[src/rtl/rotary_encoder_decoder.sv]
// rotary_encoder_decoder: synchronises and debounces encoder A/B/sw, decodes quadrature into a
// saturating signed detent count with a sticky press flag; an SPI read strobe clears the register.
module rotary_encoder_decoder #(
    parameter int DEBOUNCE_CYCLES = 50000,
    parameter int DETENT_STEPS    = 4,
    parameter int CNT_W           = 16
) (
    input  logic        clk,
    input  logic        reset_n,
    input  logic        encoder_A,
    input  logic        encoder_B,
    input  logic        encoder_sw,
    input  logic        rotary_encoder_rd_stb,
    output logic [7:0]  rotary_encoder_reg,
    output logic [15:0] test
);
    typedef enum logic [1:0] {S00 = 2'b00, S01 = 2'b01, S11 = 2'b11, S10 = 2'b10} quad_t;

    localparam logic [CNT_W-1:0]  CNT_LAST = CNT_W'(DEBOUNCE_CYCLES - 1);
    localparam logic signed [2:0] ACC_TOP  = 3'(DETENT_STEPS - 1);
    localparam logic signed [2:0] ACC_BOT  = 3'(1 - DETENT_STEPS);
    localparam logic signed [5:0] CNT_MAX  = 6'sd31;
    localparam logic signed [5:0] CNT_MIN  = 6'sb100000;

    logic [2:0] raw, sync1, sync2, filt;
    quad_t q_state, q_next, cw_tgt, ccw_tgt;
    logic signed [2:0] acc, acc_next;
    logic step_cw, step_ccw, illegal, emit_up, emit_dn;
    logic signed [5:0] count, count_next;
    logic sat, sat_next, press, press_next, sw_d, press_edge, cnt_hi, cnt_lo;

    assign raw = {encoder_A, encoder_B, encoder_sw};

    always_ff @(posedge clk or negedge reset_n) begin
        if (!reset_n) begin
            sync1 <= '1;
            sync2 <= '1;
        end else begin
            sync1 <= raw;
            sync2 <= sync1;
        end
    end

    // Each filtered bit only moves after DEBOUNCE_CYCLES consecutive disagreeing samples.
    for (genvar g = 0; g < 3; g++) begin : g_deb
        logic [CNT_W-1:0] cnt;
        logic f;
        always_ff @(posedge clk or negedge reset_n) begin
            if (!reset_n) begin
                cnt <= '0;
                f   <= 1'b1;
            end else if (sync2[g] == f) begin
                cnt <= '0;
            end else if (cnt == CNT_LAST) begin
                cnt <= '0;
                f   <= sync2[g];
            end else begin
                cnt <= cnt + CNT_W'(1);
            end
        end
        assign filt[g] = f;
    end

    always_ff @(posedge clk or negedge reset_n) begin
        if (!reset_n) begin
            q_state <= S11;
            acc     <= '0;
        end else begin
            q_state <= q_next;
            acc     <= acc_next;
        end
    end

    always_comb begin
        q_next   = quad_t'(filt[2:1]);
        cw_tgt   = (q_state == S00) ? S01 : (q_state == S01) ? S11 : (q_state == S11) ? S10 : S00;
        ccw_tgt  = (q_state == S00) ? S10 : (q_state == S10) ? S11 : (q_state == S11) ? S01 : S00;
        step_cw  = (q_next != q_state) && (q_next == cw_tgt);
        step_ccw = (q_next != q_state) && (q_next == ccw_tgt);
        illegal  = (q_next ^ q_state) == 2'b11;
        emit_up  = step_cw && (acc == ACC_TOP);
        emit_dn  = step_ccw && (acc == ACC_BOT);
        acc_next = (illegal || emit_up || emit_dn) ? 3'sd0 :
                   step_cw  ? acc + 3'sd1 :
                   step_ccw ? acc - 3'sd1 : acc;
    end

    // A detent landing in the read cycle survives the clear as +/-1.
    always_comb begin
        press_edge = sw_d & ~filt[0];
        cnt_hi     = emit_up && (count == CNT_MAX);
        cnt_lo     = emit_dn && (count == CNT_MIN);
        count_next = rotary_encoder_rd_stb ? (emit_up ? 6'sd1 : emit_dn ? -6'sd1 : 6'sd0) :
                     (emit_up && !cnt_hi) ? count + 6'sd1 :
                     (emit_dn && !cnt_lo) ? count - 6'sd1 : count;
        sat_next   = rotary_encoder_rd_stb ? 1'b0 : (sat | cnt_hi | cnt_lo);
        press_next = rotary_encoder_rd_stb ? press_edge : (press | press_edge);
    end

    always_ff @(posedge clk or negedge reset_n) begin
        if (!reset_n) begin
            count <= '0;
            sat   <= 1'b0;
            press <= 1'b0;
            sw_d  <= 1'b1;
        end else begin
            count <= count_next;
            sat   <= sat_next;
            press <= press_next;
            sw_d  <= filt[0];
        end
    end

    assign rotary_encoder_reg = {press, sat, count};
    assign test = {rotary_encoder_reg, acc, q_state, filt[0], filt[2], filt[1]};
endmodule

[config.mk]
export PLATFORM = sky130hd
export DESIGN_NAME = rotary_encoder_decoder
export DESIGN_NICKNAME = d
export VERILOG_FILES = /design/src/rtl/rotary_encoder_decoder.sv
export SDC_FILE = /design/constraint.sdc
export NUM_CORES = 1
export LEC_CHECK = 0
export BUFFER_PORTS_ARGS = -buffer_cell sky130_fd_sc_hd__buf_2
export CELL_PAD_IN_SITES_DETAIL_PLACEMENT = 1
export CELL_PAD_IN_SITES_GLOBAL_PLACEMENT = 2
export CORE_AREA = 5 5 106 108
export CTS_BUF_LIST = sky130_fd_sc_hd__clkbuf_4 sky130_fd_sc_hd__clkbuf_8
export CTS_CLUSTER_SIZE = 16
export DETAILED_ROUTE_END_ITERATION = 6
export DIE_AREA = 0 0 111 113
export PLACE_DENSITY_LB_ADDON = 0.1
export SYNTH_ARGS = -nofsm -noshare
export SYNTH_HDL_FRONTEND = slang
export SYNTH_SLANG_ARGS = --single-unit
[constraint.sdc]
create_clock -name clk -period 2.8 [get_ports clk]
set_input_delay 0.56 -clock clk [delete_from_list [all_inputs] [get_ports clk]]
set_output_delay 0.56 -clock clk [all_outputs]
set_load 0.05 [all_outputs]
== Word-level counts from Yosys, hierarchy flattened ==
Index checks and enable logic that the tools add are counted.
Cells by class
  add/sub/neg operators: 7
  eq/ne operators: 17
  muxes and demuxes: 22
  bitwise operators: 9
  reduce and logical (&&, ||, !) cells: 18
Operators with widths (number)
  two-way mux 16 bit: 6
  adder 16 x 1 -> 16 bit, second input constant: 3
  equality test 16 bit, second input constant: 3
  two-way mux 6 bit: 5
  equality test 6 bit, second input constant: 2
  two-way mux 2 bit: 5
  two-way mux 3 bit: 3
  logical AND 1 bit: 8
  adder 6 x 2 -> 6 bit, second input constant: 1
  equality test 2 bit, second input constant: 3
  equality test 3 bit, second input constant: 2
  AND reduction 2 bit: 3
  nonzero test 3 bit: 2
  subtractor 6 x 2 -> 6 bit, second input constant: 1
  equality test 2 bit: 2
  inverter 1 bit: 4
  adder 3 x 2 -> 3 bit, second input constant: 1
  equality test 1 bit: 3
  two-way mux 1 bit: 3
  OR 1 bit: 3
  subtractor 3 x 2 -> 3 bit, second input constant: 1
  equality test 2 x 1 -> 1 bit, second input constant: 1
  logical NOT 1 bit: 2
  logical NOT 2 bit: 1
  4 further kinds: 5
Word-level totals
  register bits: 71
  bits of input ports: 6
  output and inout bits: 24
  word-level logic and storage cells: 87

== Logic depth before layout (Yosys ltp) ==
Gate-level depths: netlist (run 1).
  word-level depth: 13
  depth in mapped cells: 10
  mapped depth without buffers: 9

== Worst setup path after synthesis (run 1) ==
OpenSTA, ideal clock, no wires.
  path type: reg2reg
  start: register q_state[1]
  end: register count[4]
  library setup time: 0.128 ns
  arrival: 2.687 ns
  required time: 2.672 ns
  path slack: -0.014 ns
  cell stages (with the launch flop): 10
  buffers on the path: 0
  clock period less this slack: 2.814 ns
  cell sequence: dfstp_2 > xnor2_1 > nor3_1 > nand2_1 > fa_1 > a21o_1 > a21oi_1 > xor2_1 > o21ai_0 > mux2_1
Between the ends
  cells in the longest elaborated chain, start to end: 12
  elaborated cells on any way between the ends: 28
  those cells by class: eq/ne: 6; mux: 10; reduce/logical: 12
RTL lines
  start, declared: line 26  | quad_t q_state, q_next, cw_tgt, ccw_tgt;
  start signal, assigned: line 69  | q_state <= q_next;
  equality test 2 bit: line 76, 77
  two-way mux 2 bit (3 in series): line 76  | cw_tgt = (q_state == S00) ? S01 : (q_state == S01) ? S11 : (q_state == S11) ? S10 : S00;
  equality test 2 bit: line 78  | step_cw = (q_next != q_state) && (q_next == cw_tgt);
  logical AND 1 bit: line 78
  logical AND 1 bit: line 81  | emit_up = step_cw && (acc == ACC_TOP);
  logical AND 1 bit: line 91  | cnt_hi = emit_up && (count == CNT_MAX);
  logical NOT 1 bit: line 94  | (emit_up && !cnt_hi) ? count + 6'sd1 :
  logical AND 1 bit: line 94
  two-way mux 6 bit: line 94
  two-way mux 6 bit: line 93  | count_next = rotary_encoder_rd_stb ? (emit_up ? 6'sd1 : emit_dn ? -6'sd1 : 6'sd0) :
  end signal, assigned: line 107  | count <= count_next;
  end, declared: line 29  | logic signed [5:0] count, count_next;
Several ways; a longest one is shown, not always the timed one.
A chain may end at the register's enable or synchronous reset.

== Final worst setup path (run 1) ==
  start: register q_state[1]
  end: register count[5]
The elaborated chain is that of the path after synthesis.

==> flow_metrics.tcl, run 1 <==
set metrics [dict create \
    synth.area.top_cells "dfrtp_1 (41%), dfstp_2 (8.8%), xor2_1 (7.6%), nor2_1 (6.2%), xnor2_1 (5.9%)" \
    placementRows 37 \
    r2r_setup_slack_ns 0.22 \
    post_cts_resized 0 \
    synth_xor_area_share_pct 13.5 \
    tns_ns 0 \
    synthTopCellsByCount "dfrtp_1 (59), nor2_1 (59), xor2_1 (31)" \
    setup_viol 0 \
    grt_usage_pct 12.7 \
    end_kind "register" \
    die_h_um 113 \
    diodes 0 \
    grt_overflow 0 \
    hold_slack_ns 0.305 \
    async_flop_share_pct 100 \
    die_area_sq_um 12500 \
    root_buffer "clkbuf_8" \
    critPathMaxFanout 6 \
    maxCapViolCount 0 \
    power_leakage_nw 1.81 \
    hold_class "input port to register" \
    clockBufferDepth 2 \
    grt_pass1_vias 2612 \
    syn-num-nets 367 \
    grt_pass1_wl_um 12800 \
    drt-total-wl_um 7200 \
    syn_inst 352 \
    dpl.cell_count 497 \
    io_buffers 29 \
    yosys_warnings 0 \
    clk_latency_ns 0.36 \
    holdBufCountCts 0 \
    nets 387 \
    multiInputGateArea_sq_um 1620 \
    crit_required_ns 3.07 \
    synth-main-ff-cell "dfrtp_1" \
    ys_seq_area_share_pct 50.1 \
    gp_congestion 0.732 \
    path_class "register to register" \
    via_per_inst 4.83 \
    period_share_pct 92.3 \
    period_needed_ns 2.58 \
    cts_tree "built" \
    cts_made_buffers 9 \
    rsz0062_at_grt "false" \
    pin_count 30 \
    clk_pin_slew_worst_paths_ns 0.07 \
    core_sq_um 10100 \
    ant_nets 0 \
    numClockSinks 71 \
    start_util_pct 35.3 \
    die_w_um 111 \
    synthAdderAreaFrac_pct 3.57 \
    area_growth_pct 12.0 \
    drc 0 \
    drive_above_1_share_pct 19.1 \
    cp-start-kind "register" \
    synth_edf_count 0 \
    fmax_ghz 0.387 \
    p_per_area_nw_per_um2 631 \
    finalNonFillerCells 513 \
    peakVddDrop_mv 0.303 \
    synth_compound_area_share_pct 3.53 \
    h-tree-depth 3 \
    synth_top_area_share_pct 41.3 \
    fin_skew_ns 0.0112 \
    status "completed" \
    antenna_found_initial 0 \
    slew_headroom_pct 40.3 \
    slew_violations 0 \
    dr.first_iter.drc_count 73 \
    arrival_ns 2.85 \
    synth_top_family_by_area "simple AND/OR/NAND/NOR gates" \
    postCtsSetupBuffers 0 \
    num_vias 2478 \
    synth-simple-area-share_pct 20.9 \
    syn_area_sq_um 3580 \
    muxShareOfSynthArea_pct 3.67 \
    wire_per_inst_um 14.0 \
    syn_avg_cell_area_sq_um 10.2 \
    fill_cells 1175 \
    yosys.area.top_type "dfrtp_1" \
    regArea_sq_um 1790 \
    ys_ff_latch 71 \
    ys_types 40 \
    hold_viol 0 \
    grt_max_degree 72 \
    dpl.hpwl_um 4870 \
    drt_pass1_iterations 4 \
    tightest_slew_ns 0.895 \
]
[stage by stage]
stage                     setup slack (ns)  power (mW)  area [sq um]  utilization [%]
after global routing               0.00167        2.68          4010             39.5
after detailed placement             0.242        1.63          3790             37.3
after floorplan                      0.107        1.54          3580                -
final                                0.217        2.53          4010             39.5
after global placement               0.279        1.63          3790             37.3
after CTS                            0.190        2.59          4010             39.5
[critical path, cell delays in order (launching register included)]
cell      delay, ns
dfstp_2        0.57
xnor2_1        0.10
nor3_2         0.22
nand2_1        0.21
ha_1           0.36
a211oi_1       0.26
o21bai_1       0.11
a21oi_1        0.17
mux2_2         0.35
o221ai_1       0.16
[routing by layer]
layer	vias to the layer above	GRT usage [%]	wire, um	part of all wire (%)
met1	1217	15.9	3500	49
met5	-	0	0	0
li1	1217	-	-	-
met3	13	4.22	278	3.9
met2	31	20.2	3280	45
met4	0	5.17	142	2.0
[path summary, 6_finish.rpt]
kind / cells after the start / from / to
min reg2reg: 0 / sync1[2] / sync2[2]
min in group asynchronous: 1 / reset_n / g_deb[0].cnt[4]
max in group asynchronous: 1 / reset_n / g_deb[1].cnt[11]
min: 1 / encoder_A / sync1[2]
max reg2reg: 9 / q_state[1] / count[5]
max: 9 / q_state[1] / count[5]
[report_power, final]
part | switching [mW] | total (mW) | internal (mW)
Sequential | 0.0572 | 1.13 | 1.07
Combinational | 0.328 | 0.477 | 0.148
Clock | 0.383 | 0.926 | 0.543
Total | 0.768 | 2.53 | 1.76
[flip-flops by register name, indices dropped and copies added (netlist names)]
register / flops
sync1: 3
sw_d: 1
sat: 1
q_state: 2
g_deb.f: 3
press: 1
sync2: 3
acc: 3
count: 6
g_deb.cnt: 48
[layout make-up]
cell class              instances  area share [%]
flip-flops and latches         71            44.7
multi-input cells             250            40.4
repair buffers                 33            4.43
well taps                     136            4.24
clock buffers                  12            3.81
clock inverters                 4            1.75
inverters                       7           0.655
[logic make-up (layout without fill, tap and decap cells)]
| kind of cell | after synthesis | count (layout) |
|---|---|---|
| mux | 12 | 12 |
| compound gates | 21 | 21 |
| fa+ha+maj | 9 | 9 |
| flops | 71 | 71 |
| simple gates | 153 | 153 |
| xor+xnor | 55 | 55 |
| buf+inv | 31 | 56 |
[layout by cell type (no fill, tap or decap), types with 5 or more instances in the layout]
cell type | Yosys | layout
nor2_1 | 59 | 59
dfrtp_1 | 59 | 59
xor2_1 | 31 | 31
buf_2 | 5 | 28
xnor2_1 | 24 | 24
nand2_1 | 22 | 22
nand3_1 | 19 | 19
dfstp_2 | 12 | 12
nand4_1 | 11 | 11
and3_1 | 11 | 11
clkbuf_8 | 0 | 10
nor3_1 | 8 | 7
inv_1 | 7 | 7
o21ai_0 | 7 | 7
ha_1 | 7 | 7
a21oi_1 | 6 | 6
and4_1 | 5 | 5
mux2_1 | 5 | 5
buf_4 | 13 | 5
Power figures use the tool's default switching activity.
==> run 2: changes to the inputs <==
Settings changed: CORE_AREA 5 5 106 108 to 5 5 99 101, DIE_AREA 0 0 111 113 to 0 0 104 106.
Clock period 2.8 ns to 3.15 ns, I/O delays scaled along.
==> run 2 against run 1 <==
Against the previous run: critical path type unchanged; core utilization up 4.9 points; wire length about the same; via count down 2.5%; critical path depth unchanged; clock skew down 0.0018 ns; critical endpoint unchanged; design area down 0.87%; sequential power down 12%; fmax down 5.0%; count of clock-buffer cells in the layout down 2.
==> flow_metrics.tcl, run 2 (synthesis gave the netlist of run 1 again) <==
set metrics [dict create \
    gp_congestion 0.805 \
    crit_path_end "count[5]" \
    ant_nets 0 \
    crit_slowest_cell "dfstp_2" \
    worstSetupPathDepth 9 \
    crit_required_ns 3.41 \
    die_h_um 106 \
    placementRows 35 \
    end_kind "register" \
    core_sq_um 8930 \
    h-tree-depth 3 \
    worstPathCellList "xnor2_1 > nor3_1 > nand2_1 > ha_1 > o21ai_0 > o21bai_1 > a21oi_1 > mux2_2 > o221ai_1" \
    ff2ff_path_depth 9 \
    cts_tree "built" \
    grt_max_degree 46 \
    reg_top3 "g_deb.cnt x48, count x6" \
    via_per_inst 4.97 \
    grt_pass1_vias 2519 \
    diodes 0 \
    fin_skew_ns 0.00943 \
    clk_latency_ns 0.35 \
    p_per_area_nw_per_um2 572 \
    rsz0062_at_grt "false" \
    pin_count 30 \
    wire_per_inst_um 14.8 \
    reg2reg_to "count[5]" \
    reg2reg_from "g_deb[1].f" \
    cts_made_buffers 9 \
    numClockSinks 71 \
    nets 385 \
    root_buffer "clkbuf_8" \
    power_leakage_nw 1.80 \
    setup_viol 0 \
    postCtsSetupBuffers 0 \
    period_share_pct 86.4 \
    tightest_slew_ns 0.652 \
    cp-start-kind "register" \
    crit_start "g_deb[1].f" \
    grt_overflow 0 \
    critPathTopFamily "compound AO/OA/AOI/OAI gates" \
    hold_class "input port to asynchronous set/reset pin" \
    hold_viol 0 \
    num_vias 2417 \
    area_growth_pct 11.0 \
    die_area_sq_um 11000 \
    drt-total-wl_um 7190 \
    drive_above_1_share_pct 18.4 \
    drt_pass1_iterations 4 \
    worstPathBufferInverterCount 0 \
    top_register "g_deb.cnt" \
    path_class "register to register" \
    grt_pass1_wl_um 12600 \
    clockBufferDepth 2 \
    maxCapViolCount 0 \
    slew_violations 0 \
    layout_common_cells "nor2_1 (59), dfrtp_1 (59), xor2_1 (31), buf_2 (29), xnor2_1 (24)" \
    peakVddDrop_mv 0.259 \
    critical_path.max_stage_delay_ns 0.62 \
    grt_usage_pct 14.0 \
    period_needed_ns 2.72 \
    dr.first_iter.drc_count 39 \
    r2r_setup_slack_ns 0.43 \
    critPathMaxFanout 7 \
    tns_ns 0 \
    fmax_ghz 0.368 \
    arrival_ns 2.98 \
    status "completed" \
    holdBufCountCts 0 \
    finalPower_mw 2.27 \
    clk_pin_slew_worst_paths_ns 0.08 \
    largest_reg_flops 48 \
    die_w_um 104 \
    slew_headroom_pct 56.5 \
    fill_cells 1022 \
    start_util_pct 40.1 \
    dpl.hpwl_um 4980 \
    antenna_found_initial 0 \
    post_cts_resized 0 \
    drc 0 \
    io_buffers 29 \
]
run 2: cell count changes in the layout (fill, tap and decap cells not counted):
cell	before	now
buf_12	0	1
nor3_1	7	8
inv_6	0	2
clkinv_2	2	1
clkbuf_4	2	0
clkinv_4	0	1
buf_4	5	1
buf_2	28	29
nor3_2	1	0
run 2: worst min-delay path by stage:
stage / startpoint / to / cells after the start
after floorplan: reset_n / acc[0] / 0
after global placement: sync1[1] / sync2[1] / 0
after detailed placement: sync1[2] / sync2[2] / 0
after CTS: reset_n / g_deb[0].cnt[4] / 1
after global routing: reset_n / g_deb[0].cnt[14] / 1
final: reset_n / g_deb[0].cnt[14] / 1
run 2: through the flow:
stage / worst slack (ns) / hold slack [ns] / instances / instance area, sq um / utilization (%)
finish: 0.430 / 0.304 / 486 / 3970 / 44.5
global route: 0.185 / 0.339 / 486 / 3970 / 44.5
CTS: 0.429 / 0.316 / 486 / 3970 / 44.5
detailed placement: 0.471 / 0.347 / 470 / 3740 / 41.9
global placement: 0.542 / 0.346 / 470 / 3740 / 41.9
floorplan: 0.336 / 0.334 / 352 / 3580 / -
run 2: per-layer routing:
layer | vias to the layer above | GRT usage (%) | share of wire [%]
met2 | 36 | 21.5 | 46
met3 | 9 | 4.13 | 4.2
met5 | - | 0 | 0
li1 | 1207 | - | -
met4 | 0 | 4.44 | 1.2
met1 | 1165 | 19.0 | 49
run 2: layout make-up:
type | count | area [sq um] | area share, %
Inverter | 7 | 26.3 | 0.661
Sequential cell | 71 | 1790 | 45.1
Clock inverter | 6 | 91.3 | 2.30
Clock buffer | 10 | 138 | 3.46
Timing Repair Buffer | 31 | 173 | 4.35
Tap cell | 111 | 139 | 3.49
Multi-Input combinational cell | 250 | 1620 | 40.6
run 2: report_power, final:
group / switching (mW) / leakage, nW / internal (mW) / total [mW]
logic: 0.293 / 0.749 / 0.135 / 0.427
clock network: 0.370 / 0.117 / 0.473 / 0.844
registers: 0.0518 / 0.936 / 0.950 / 1.00
